<file path="config.mk">
export PLATFORM = sky130hd
export DESIGN_NAME = pc_fetch_unit
export DESIGN_NICKNAME = d
export VERILOG_FILES = /design/src/rtl/pc_fetch_unit.sv
export SDC_FILE = /design/constraint.sdc
export NUM_CORES = 1
export LEC_CHECK = 0
export BUFFER_PORTS_ARGS = -buffer_cell sky130_fd_sc_hd__buf_2
export CORE_UTILIZATION = 54
export DETAILED_ROUTE_END_ITERATION = 6
export GPL_TIMING_DRIVEN = 0
export PLACE_DENSITY = 0.95
export SLEW_MARGIN = 5
export SYNTH_ARGS = -nofsm -noshare
export SYNTH_HDL_FRONTEND = slang
export SYNTH_SLANG_ARGS = --single-unit
</file>
<file path="constraint.sdc">
create_clock -name clk -period 6.9 [get_ports clk]
set_clock_uncertainty 0.1 [all_clocks]
set_input_delay 0.69 -clock clk [delete_from_list [all_inputs] [get_ports clk]]
set_output_delay 0.69 -clock clk [all_outputs]
set_load 0.03 [all_outputs]
</file>
<file path="src/rtl/pc_fetch_unit.sv">
// Program counter and instruction fetch stage feeding the decoder.
// Optional FETCH_TIMEOUT_EN: fault after TIMEOUT_CYCLES fetch cycles without ack.
module pc_fetch_unit #(
   parameter logic [31:0] RESET_PC       = 32'h0000_0000,
   parameter int          TIMEOUT_CYCLES = 16
) (
   input  logic        clk,
   input  logic        rst_n,
   input  logic [2:0]  i_pc_control,
   input  logic [25:0] i_jump_index,
   input  logic [31:0] i_jr_target,
   input  logic [15:0] i_branch_imm,
   input  logic        i_advance,
   output logic        o_imem_req,
   output logic [31:0] o_imem_addr,
   input  logic        i_imem_ack,
   input  logic [31:0] i_imem_rdata,
   output logic [31:0] o_instruction,
   output logic        o_instr_valid,
   output logic [31:0] o_pc,
   output logic [31:0] o_pc_plus4,
   output logic        o_fetch_fault,
   output logic [31:0] o_retired_count
);

   typedef enum logic [1:0] {S_IDLE, S_FETCH, S_HOLD, S_FAULT} state_t;

   state_t      r_state;
   state_t      w_state_next;
   logic [31:0] r_pc;
   logic [31:0] r_instruction;
   logic        r_instr_valid;
   logic [31:0] r_retired_count;
   logic [31:0] w_pc_plus4;
   logic [31:0] w_branch_off;
   logic [31:0] w_next_pc;
   logic        w_illegal;
   logic        w_misaligned;
   logic        w_retire;
   logic        w_take_fault;
   logic        w_fetch_done;

   assign w_pc_plus4   = r_pc + 32'd4;
   assign w_branch_off = {{14{i_branch_imm[15]}}, i_branch_imm, 2'b00};

   always_comb begin
      w_next_pc = r_pc;
      w_illegal = 1'b0;
      case (i_pc_control)
         3'b000:        w_next_pc = w_pc_plus4;
         3'b001:        w_next_pc = {w_pc_plus4[31:28], i_jump_index, 2'b00};
         3'b010:        w_next_pc = i_jr_target;
         3'b011, 3'b100: w_next_pc = w_pc_plus4 + w_branch_off;
         default:       w_illegal = 1'b1;
      endcase
   end

   assign w_misaligned = (w_next_pc[1:0] != 2'b00);
   assign w_retire     = (r_state == S_HOLD) && i_advance;
   assign w_take_fault = w_illegal || w_misaligned;
   assign w_fetch_done = (r_state == S_FETCH) && i_imem_ack;

`ifdef FETCH_TIMEOUT_EN
   logic [31:0] r_wait_cnt;
   logic        w_timeout;

   // Counter sits at zero outside FETCH, so it is clear on every FETCH entry.
   always_ff @(posedge clk or negedge rst_n) begin
      if (!rst_n) begin
         r_wait_cnt <= '0;
      end else if (r_state != S_FETCH) begin
         r_wait_cnt <= '0;
      end else if (!i_imem_ack) begin
         r_wait_cnt <= r_wait_cnt + 32'd1;
      end
   end

   assign w_timeout = (r_wait_cnt == 32'(TIMEOUT_CYCLES - 1));
`else
   logic w_timeout;
   assign w_timeout = 1'b0;
`endif

   // State register
   always_ff @(posedge clk or negedge rst_n) begin
      if (!rst_n) begin
         r_state <= S_IDLE;
      end else begin
         r_state <= w_state_next;
      end
   end

   // Next-state logic; ack wins over a timeout on the same edge
   always_comb begin
      w_state_next = r_state;
      case (r_state)
         S_IDLE:  w_state_next = S_FETCH;
         S_FETCH: begin
            if (i_imem_ack)     w_state_next = S_HOLD;
            else if (w_timeout) w_state_next = S_FAULT;
         end
         S_HOLD: begin
            if (i_advance) w_state_next = w_take_fault ? S_FAULT : S_FETCH;
         end
         default: w_state_next = S_FAULT;
      endcase
   end

   // State-decoded outputs
   always_comb begin
      o_imem_req    = 1'b0;
      o_fetch_fault = 1'b0;
      case (r_state)
         S_FETCH: o_imem_req    = 1'b1;
         S_FAULT: o_fetch_fault = 1'b1;
         default: ;
      endcase
   end

   always_ff @(posedge clk or negedge rst_n) begin
      if (!rst_n) begin
         r_pc            <= RESET_PC;
         r_instruction   <= '0;
         r_instr_valid   <= 1'b0;
         r_retired_count <= '0;
      end else begin
         if (w_fetch_done) begin
            r_instruction <= i_imem_rdata;
            r_instr_valid <= 1'b1;
         end
         // A faulting retirement still counts, but leaves the PC in place.
         if (w_retire) begin
            r_instr_valid   <= 1'b0;
            r_retired_count <= r_retired_count + 32'd1;
            if (!w_take_fault) r_pc <= w_next_pc;
         end
      end
   end

   assign o_imem_addr     = r_pc;
   assign o_pc            = r_pc;
   assign o_pc_plus4      = w_pc_plus4;
   assign o_instruction   = r_instruction;
   assign o_instr_valid   = r_instr_valid;
   assign o_retired_count = r_retired_count;

endmodule

</file>
After elaboration in Yosys (flattened, before gate mapping)
Index checks and enable logic that the tools add are counted.
- add/subtract/negate cells: 3
- multiply operators: 0
- div/mod/pow operators: 0
- magnitude comparators: 0
- eq/ne operators: 9
- shift operators: 0
- muxes and demuxes: 10
- bitwise gates (word level): 1
- reductions and logical operators: 13
- operators by type and width (cell ; count):
    32-bit one-hot mux with 4 select lines ; 1
    32-bit by 1-bit adder with 32-bit output, second input constant ; 1
    32-bit by 3-bit adder with 32-bit output, second input constant ; 1
    32-bit adder ; 1
    3-bit by 2-bit == test with 1-bit output, second input constant ; 2
    2-bit 2-to-1 mux ; 3
    2-bit one-hot mux with 3 select lines ; 1
    1-bit 2-to-1 mux ; 5
    5-bit OR reduction ; 1
    2-bit == test, second input constant ; 2
    2-bit != test, second input constant ; 2
    2-bit AND reduction ; 2
    2-bit nonzero test ; 2
    4-bit nonzero test ; 1
    3-bit by 1-bit == test with 1-bit output, second input constant ; 1
    3-bit == test, second input constant ; 1
    3-bit logical NOT ; 1
    3-bit AND reduction ; 1
    2-bit by 1-bit == test with 1-bit output, second input constant ; 1
    1-bit logical AND ; 2
    2-bit logical NOT ; 1
    2-bit OR reduction ; 1
    1-bit logical OR ; 1
    1-bit NOT ; 1
- bits in registers: 99
- latch bits: 0
- memory bits (writable): 0
- ROM bits: 0
- logic and storage cells: 42
- memories: 0

Depth between registers and ports, before layout
Gate-level depths: netlist of run 1.
- depth in word-level cells: 8
- depth in mapped cells: 16
- mapped depth without buffers: 16

Least setup slack after synthesis of run 1
OpenSTA, ideal clock, no wires.
- kind: register to register
- from: reg r_pc[2], in the netlist o_imem_addr[2]
- to: reg r_pc[31], in the netlist o_imem_addr[31]
- arrival: 4.305 ns
- slack: 2.426 ns
- cell stages (with the launch flop): 15
- period minus slack after synthesis: 4.474 ns
- cells stage by stage: dfrtp_1 > ha_1 > nand3_1 > nor4_1 > and3_1 > and3_1 > xor2_1 > ha_1 > clkbuf_1 > a21o_1 > a21oi_1 > or3b_1 > o221a_2 > or4_1 > nand3_1
- longest elaborated chain between the ends: 3
- RTL lines (item ; RTL line ; text):
    from (decl) ; 30 ; logic [31:0] r_pc;
    from (signal assigned) ; 135 ; if (!w_take_fault) r_pc <= w_next_pc;
    32-bit by 3-bit adder with 32-bit output ; 43 ; assign w_pc_plus4 = r_pc + 32'd4;
    named net o_pc_plus4[24] ; 21 ; output logic [31:0] o_pc_plus4,
    32-bit adder ; 53 ; 3'b011, 3'b100: w_next_pc = w_pc_plus4 + w_branch_off;
    32-bit one-hot mux with 4 select lines ; 49 ; case (i_pc_control)
The timed path passes the listed nets, and every way through them passes these cells.
A chain may end at the register's enable or synchronous reset.

Final worst setup path of run 1
- from: reg r_pc[2], in the netlist o_imem_addr[2]
- to: reg r_pc[31], in the netlist o_imem_addr[31]
- longest elaborated chain between the ends: 3
- RTL lines (item ; RTL line):
    32-bit by 3-bit adder with 32-bit output * ; 43
    32-bit adder ; 53
    32-bit one-hot mux with 4 select lines * ; 49
Mark *: on every way between the ends. The rest lies on a longest branch, timed or not.

==> run_results.csv, run 1 <==
group,metric,value,unit
layout,area_growth,26.7,%
setup_path,rrSetupSlack,2.01,ns
cts,tritoncts,"built",
cts,post-cts-setup-buffers,0,
power_and_ir_drop,comb_power_share,53.1,%
setup_path,crit_chain,"ha_1 -> nand3_1 -> nor4_1 -> nand2_1 -> nor2_1 -> xor2_1 -> ha_1 -> a21o_1 -> a31oi_1 -> o21ai_1 -> or3b_1 -> o221a_2 -> or4_1 -> nand3_1",
routing,vias_per_cell,5.90,
setup_path,start_kind,"flop",
power_and_ir_drop,intPower,1.51,mW
cts,cts_buffers,9,
cts,cts_hold_buf,0,
cts,clk_pin_slew_worst_paths,0.08,ns
synth,yosys_warnings,0,
power_and_ir_drop,ir_worst_vdd,0.184,mV
power_and_ir_drop,p_sw_share,47.9,%
layout,layout_common_cells,"buf_2 (273), dfrtp_1 (99), nand2_1 (87)",
grt,grt_usage,33.5,%
routing,wl_per_cell,18.3,um
setup_path,required,7.09,ns
synth,ys_seq_elements,99,
floorplan,coreArea,0.0128,sq mm
timing,drv_slew,0,
cts,cts_buffer_depth,2,
setup_path,cp.depth,14,
flow_run,maxCapViolations,0,
setup_path,worst-path-buf-inv,0,
routing,ant_nets,0,
setup_path,crit_type,"reg -> reg",
synth,synth_area_per_cell,9.01,sq um
synth,synth-compound-area-share,18.3,%
layout,stdcell_count,1256,
placement,gp_congestion,0.976,
synth,synthMuxAreaShare,7.00,%
worst_hold_path,min_path_type,"in -> async",
layout,fillCellCount,991,
timing,min_period,4.89,ns
floorplan,floorplan.die.width,117,um
synth,syn-cell-area,0.00715,sq mm
timing,hold_violations,0,
routing,dr.pass1.iters,5,
synth,netlist_instances,793,
power_and_ir_drop,pwr_density_cell,320,mW/mm^2
timing,worst_pin_slew,0.995,ns
floorplan,fp.dieH,117,um
timing,setup_viol,0,
timing,hold_ws,0.189,ns
timing,timing.slew.headroom,33.2,%
power_and_ir_drop,power.leakage,4.64,nW
power_and_ir_drop,switchingPower,1.39,mW
setup_path,r2r-start,"o_imem_addr[2]$_DFFE_PN0P_",
grt,antenna_found_initial,0,
layout,drive_gt1_share,34.8,%
routing,routed_wirelength,23000,um
grt,grt_pass1_vias,7030,
placement,dp_hpwl,18000,um
grt,grt_overflow,0,
synth,synthSimpleGateAreaFrac,16.7,%
setup_path,crit_path_end,"o_imem_addr[31]$_DFFE_PN0P_",
synth,synth_edf_count,0,
synth,async_flop_share,100,%
run_status,outcome,"finished, final reports clean",
cts,cts_sinks,99,
grt,grt_pass1_wl,34700,um
cts,ctsResizeCount,0,
placement,place_inst,1240,
setup_path,cp_max_fo,8,
setup_path,r2r-end,"o_imem_addr[31]$_DFFE_PN0P_",
layout,final_common_cell,"buf_2",
timing,rsz0062_at_grt,"no",
floorplan,dieArea,0.0137,sq mm
timing,max_freq,205,MHz
setup_path,cp_top_family,"simple AND/OR/NAND/NOR gates",
synth,synth_fp_nets,946,
routing,drc,0,
synth,synth_xor_area_share,10.3,%
setup_path,cp.arrival,5.08,ns
synth,synth_fa_ha_area_share,7.11,%
grt,grt_max_degree,69,
setup_path,worstSetupStartpoint,"o_imem_addr[2]$_DFFE_PN0P_",
synth,synth_ff_type,"dfrtp_1",
setup_path,crit_path_max_incr_delay,0.66,ns
floorplan,start_util,55.9,%
setup_path,reg2reg_depth,14,
layout,diodes,0,
synth,ys_seq_area_share,34.7,%
placement,port-buffer-count,274,
timing,fin_tns_setup,0,ns
power_and_ir_drop,sequentialPowerShare,29.6,%
layout,fin_nets,1232,
layout,design_area,0.00905,sq mm
cts,clock_latency,0.35,ns
layout,utilization,70.9,%
timing,finalCritPeriodShare,70.9,%
placement,placed_area,0.00876,sq mm
floorplan,pin_count,276,
synth,ys_types,67,
routing,num_vias,7407,
floorplan,num_rows,41,
synth,synth_top_family_by_area,"compound AO/OA/AOI/OAI gates",
cts,cts_root_buf,"clkbuf_16",
setup_path,endpoint_kind,"flop",
power_and_ir_drop,power_frac_clock,17.2,%
setup_path,worst_path_max_delay_cell,"nor4_1",
routing,drt_iter0_drc,628,
cts,htreeDepth,3,
## state kept, by name, summed over array words and instances, names as in the netlist
name,count
o_retired_count,32
o_instr_valid,1
o_imem_addr,32
o_instruction,32
r_state,2
## layout make-up
class	count	area, sq um	share of cell area [%]
multi-input cells	615	4240	46.9
flip-flops and latches	99	2480	27.4
repair buffers	275	1400	15.5
plain buffers	61	357	3.94
clock buffers	9	225	2.49
well taps	172	215	2.38
inverters	18	67.6	0.746
clock inverters	7	66.3	0.732
## metrics by stage
step           total power [mW]  worst slack [ns]
2_1_floorplan              1.93              2.43
3_3_place_gp               2.34              2.21
3_5_place_dp               2.39              2.11
4_1_cts                    2.88              2.08
5_1_grt                    3.05              1.78
6_report                   2.90              2.01
## power groups by stage
| stage | Clock (mW) | Sequential, mW | Combinational, mW |
|---|---|---|---|
| finish | 0.499 | 0.859 | 1.54 |
| global route | 0.525 | 0.878 | 1.65 |
| CTS | 0.500 | 0.856 | 1.52 |
| detailed placement | 0 | 0.866 | 1.52 |
| global placement | 0 | 0.854 | 1.49 |
| floorplan | 0 | 1.09 | 0.836 |
## worst register-to-register path, stage by stage (launching register included)
cell,delay (ns)
dfrtp_1,0.51
ha_1,0.25
nand3_1,0.21
nor4_1,0.66
nand2_1,0.30
nor2_1,0.26
xor2_1,0.39
ha_1,0.37
a21o_1,0.22
a31oi_1,0.16
o21ai_1,0.12
or3b_1,0.40
o221a_2,0.28
or4_1,0.52
nand3_1,0.10
## synth_stat cells (all sizes together), types with 10 or more instances
master,n,area [sq um]
mux2,32,360
nand3,30,160
and3,18,115
clkbuf,26,97.6
a22oi,25,188
o21ai,57,289
nand4,12,75.1
ha,39,488
buf,35,259
xnor2,50,438
mux2i,14,140
a21oi,44,228
nand2,87,327
a31oi,10,62.6
xor2,32,299
inv,18,67.6
dfrtp,99,2480
nor2,54,203
## worst min path at each step
stage                                           end  slack (ns)
floorplan                o_imem_addr[0]$_DFFE_PN0P_        0.29
global placement    o_retired_count[31]$_DFFE_PN0P_        0.36
detailed placement        o_instr_valid$_DFFE_PN0P_        0.38
CTS                 o_retired_count[11]$_DFFE_PN0P_        0.20
global route             o_imem_addr[5]$_DFFE_PN0P_        0.22
finish               o_retired_count[9]$_DFFE_PN0P_        0.19
## logic make-up after synthesis
group                      Yosys count
AOI/OAI and AO/OA                  202
and+or+nand+nor                    245
DFF                                 99
buffers and inverters               79
muxes                               46
xor gates and xnor gates            82
adders and majority gates           40
## metal layers
| layer | global-route usage [%] | part of all wire, % | vias to the layer above |
|---|---|---|---|
| met2 | 56.3 | 47 | 464 |
| li1 | - | - | 3414 |
| met3 | 7.93 | 10 | 82 |
| met5 | 0 | 0 | - |
| met1 | 39.4 | 38 | 3447 |
| met4 | 18.9 | 4.3 | 0 |
Power figures use the tool's default switching activity.
==> run 2, diff against run 1 <==
Settings changed: CORE_UTILIZATION 54 to 50, PLACE_DENSITY 0.95 to 0.92.
Clock period 6.9 ns to 4.8 ns, I/O delays scaled along.
==> run 2 against run 1 <==
Utilization down 5.7 points; non-clock buffer count up 1; cell count up 0.88%; sequential share of layout area down 0.068 points; global-route usage down 2.3 points; sequential cell count unchanged; sequential power up 43%; critical path type unchanged; largest power group unchanged.
==> run_results.csv, run 2 (synthesis gave the netlist of run 1 again) <==
group,metric,value,unit
run_status,outcome,"finished, final reports clean",
timing,finalCritPeriodShare,93.1,%
routing,ant_nets,0,
placement,dp_hpwl,18000,um
timing,drv_slew,0,
grt,grt_overflow,0,
placement,gp_congestion,0.972,
layout,final_common_cell,"buf_2",
layout,utilization,65.1,%
power_and_ir_drop,pwr_density_cell,456,mW/mm^2
setup_path,reg2reg_depth,14,
cts,clock_latency,0.35,ns
power_and_ir_drop,p_sw_share,47.7,%
timing,worst_pin_slew,0.929,ns
floorplan,pin_count,276,
cts,clk_pin_slew_worst_paths,0.07,ns
power_and_ir_drop,intPower,2.16,mW
setup_path,crit_path_max_incr_delay,0.51,ns
floorplan,dieArea,0.0148,sq mm
setup_path,crit_type,"reg -> reg",
layout,fillCellCount,1138,
power_and_ir_drop,finalPower,4.14,mW
grt,grt_pass1_wl,35400,um
flow_run,maxCapViolations,0,
floorplan,coreArea,0.0139,sq mm
timing,rsz0062_at_grt,"no",
cts,post-cts-setup-buffers,0,
power_and_ir_drop,ir_worst_vdd,0.352,mV
cts,cts_root_buf,"clkbuf_16",
layout,fin_nets,1233,
floorplan,num_rows,43,
timing,hold_violations,0,
routing,drt_iter0_drc,718,
setup_path,endpoint_kind,"flop",
routing,num_vias,7377,
setup_path,crit_chain,"ha_1 -> nand3_1 -> nor4_2 -> and3_1 -> and3_1 -> xor2_1 -> ha_1 -> clkbuf_1 -> a21o_1 -> a21oi_1 -> or3b_1 -> o221a_2 -> or4_1 -> nand3_1",
layout,ff_latch_area,0.00248,sq mm
power_and_ir_drop,power.leakage,4.64,nW
cts,cts_buffers,9,
layout,drive_gt1_share,34.8,%
cts,cts_buffer_depth,2,
grt,antenna_found_initial,3,
layout,multi_input_area,0.00425,sq mm
grt,grt_pass1_vias,6917,
setup_path,worst_path_max_delay_cell,"dfrtp_1",
power_and_ir_drop,sequentialPowerShare,29.7,%
layout,area_growth,27.0,%
floorplan,fp.dieH,122,um
power_and_ir_drop,comb_power_share,53.5,%
setup_path,required,4.98,ns
cts,cts_sinks,99,
placement,port-buffer-count,274,
layout,layout_common_cells,"buf_2 (273), dfrtp_1 (99), nand2_1 (87)",
routing,dr.pass1.iters,5,
setup_path,cp.depth,14,
grt,grt_usage,31.2,%
timing,timing.slew.headroom,37.6,%
worst_hold_path,holdPathStages,2,
setup_path,cp.arrival,4.65,ns
routing,vias_per_cell,5.82,
routing,routed_wirelength,22900,um
setup_path,cp_top_family,"simple AND/OR/NAND/NOR gates",
grt,grt_max_degree,67,
setup_path,cp_max_fo,8,
setup_path,worst-path-buf-inv,1,
cts,tritoncts,"built",
timing,fin_tns_setup,0,ns
routing,wl_per_cell,18.1,um
timing,setup_viol,0,
power_and_ir_drop,switchingPower,1.98,mW
power_and_ir_drop,power_frac_clock,16.8,%
routing,drc,0,
setup_path,start_kind,"flop",
cts,htreeDepth,3,
timing,min_period,4.47,ns
timing,max_freq,224,MHz
worst_hold_path,min_path_type,"in -> reg",
layout,design_area,0.00908,sq mm
floorplan,start_util,51.3,%
floorplan,floorplan.die.width,122,um
placement,placed_area,0.00877,sq mm
[run 2: path summary, 6_finish.rpt]
check                                                 from                               to  slack [ns]
setup / recovery                o_imem_addr[2]$_DFFE_PN0P_      o_imem_addr[31]$_DFFE_PN0P_        0.33
hold / removal                            i_imem_rdata[24]    o_instruction[24]$_DFFE_PN0P_        0.26
max in group asynchronous                            rst_n      o_imem_addr[26]$_DFFE_PN0P_        3.37
min in group asynchronous                            rst_n  o_retired_count[11]$_DFFE_PN0P_        0.56
setup reg to reg                o_imem_addr[2]$_DFFE_PN0P_      o_imem_addr[31]$_DFFE_PN0P_        0.33
hold reg to reg            o_retired_count[31]$_DFFE_PN0P_  o_retired_count[31]$_DFFE_PN0P_        0.38
[run 2: timing repair]
action / CTS / global route
gates resized for setup: 0 / 1
setup endpoints to repair: 0 / 1
endpoints found under the hold margin: 19 / 0
hold buffers: 1 / 0
[run 2: per-stage QoR]
stage / instances / setup WS [ns] / hold slack (ns)
final: 1267 / 0.331 / 0.262
after global routing: 1267 / 0.150 / 0.249
after CTS: 1265 / 0.272 / 0.252
after detailed placement: 1248 / 0.318 / 0.363
after global placement: 1247 / 0.322 / 0.359
after floorplan: 793 / 0.326 / 0.0844
[run 2: power groups by stage]
stage | registers (mW) | clock network (mW) | logic [mW]
2_1_floorplan | 1.57 | 0 | 1.20
3_3_place_gp | 1.23 | 0 | 2.15
3_5_place_dp | 1.24 | 0 | 2.19
4_1_cts | 1.23 | 0.704 | 2.20
5_1_grt | 1.25 | 0.740 | 2.38
6_report | 1.23 | 0.694 | 2.22
[run 2: area by class of cell]
cell class / count / area share, %
buffer: 61 / 3.93
tap: 180 / 2.48
timing repair buffer: 276 / 15.6
multi-input combinational: 615 / 46.8
antenna: 2 / 0.0551
clock buffer: 9 / 2.48
clock inverter: 7 / 0.634
sequential: 99 / 27.3
inverter: 18 / 0.744
[run 2: per-layer routing]
| layer | GRT usage, % | vias up | share of wire, % |
|---|---|---|---|
| met3 | 6.32 | 88 | 10 |
| met5 | 0 | - | 0.057 |
| met2 | 52.3 | 430 | 48 |
| met1 | 37.8 | 3447 | 38 |
| met4 | 16.0 | 2 | 4.6 |
| li1 | - | 3410 | - |
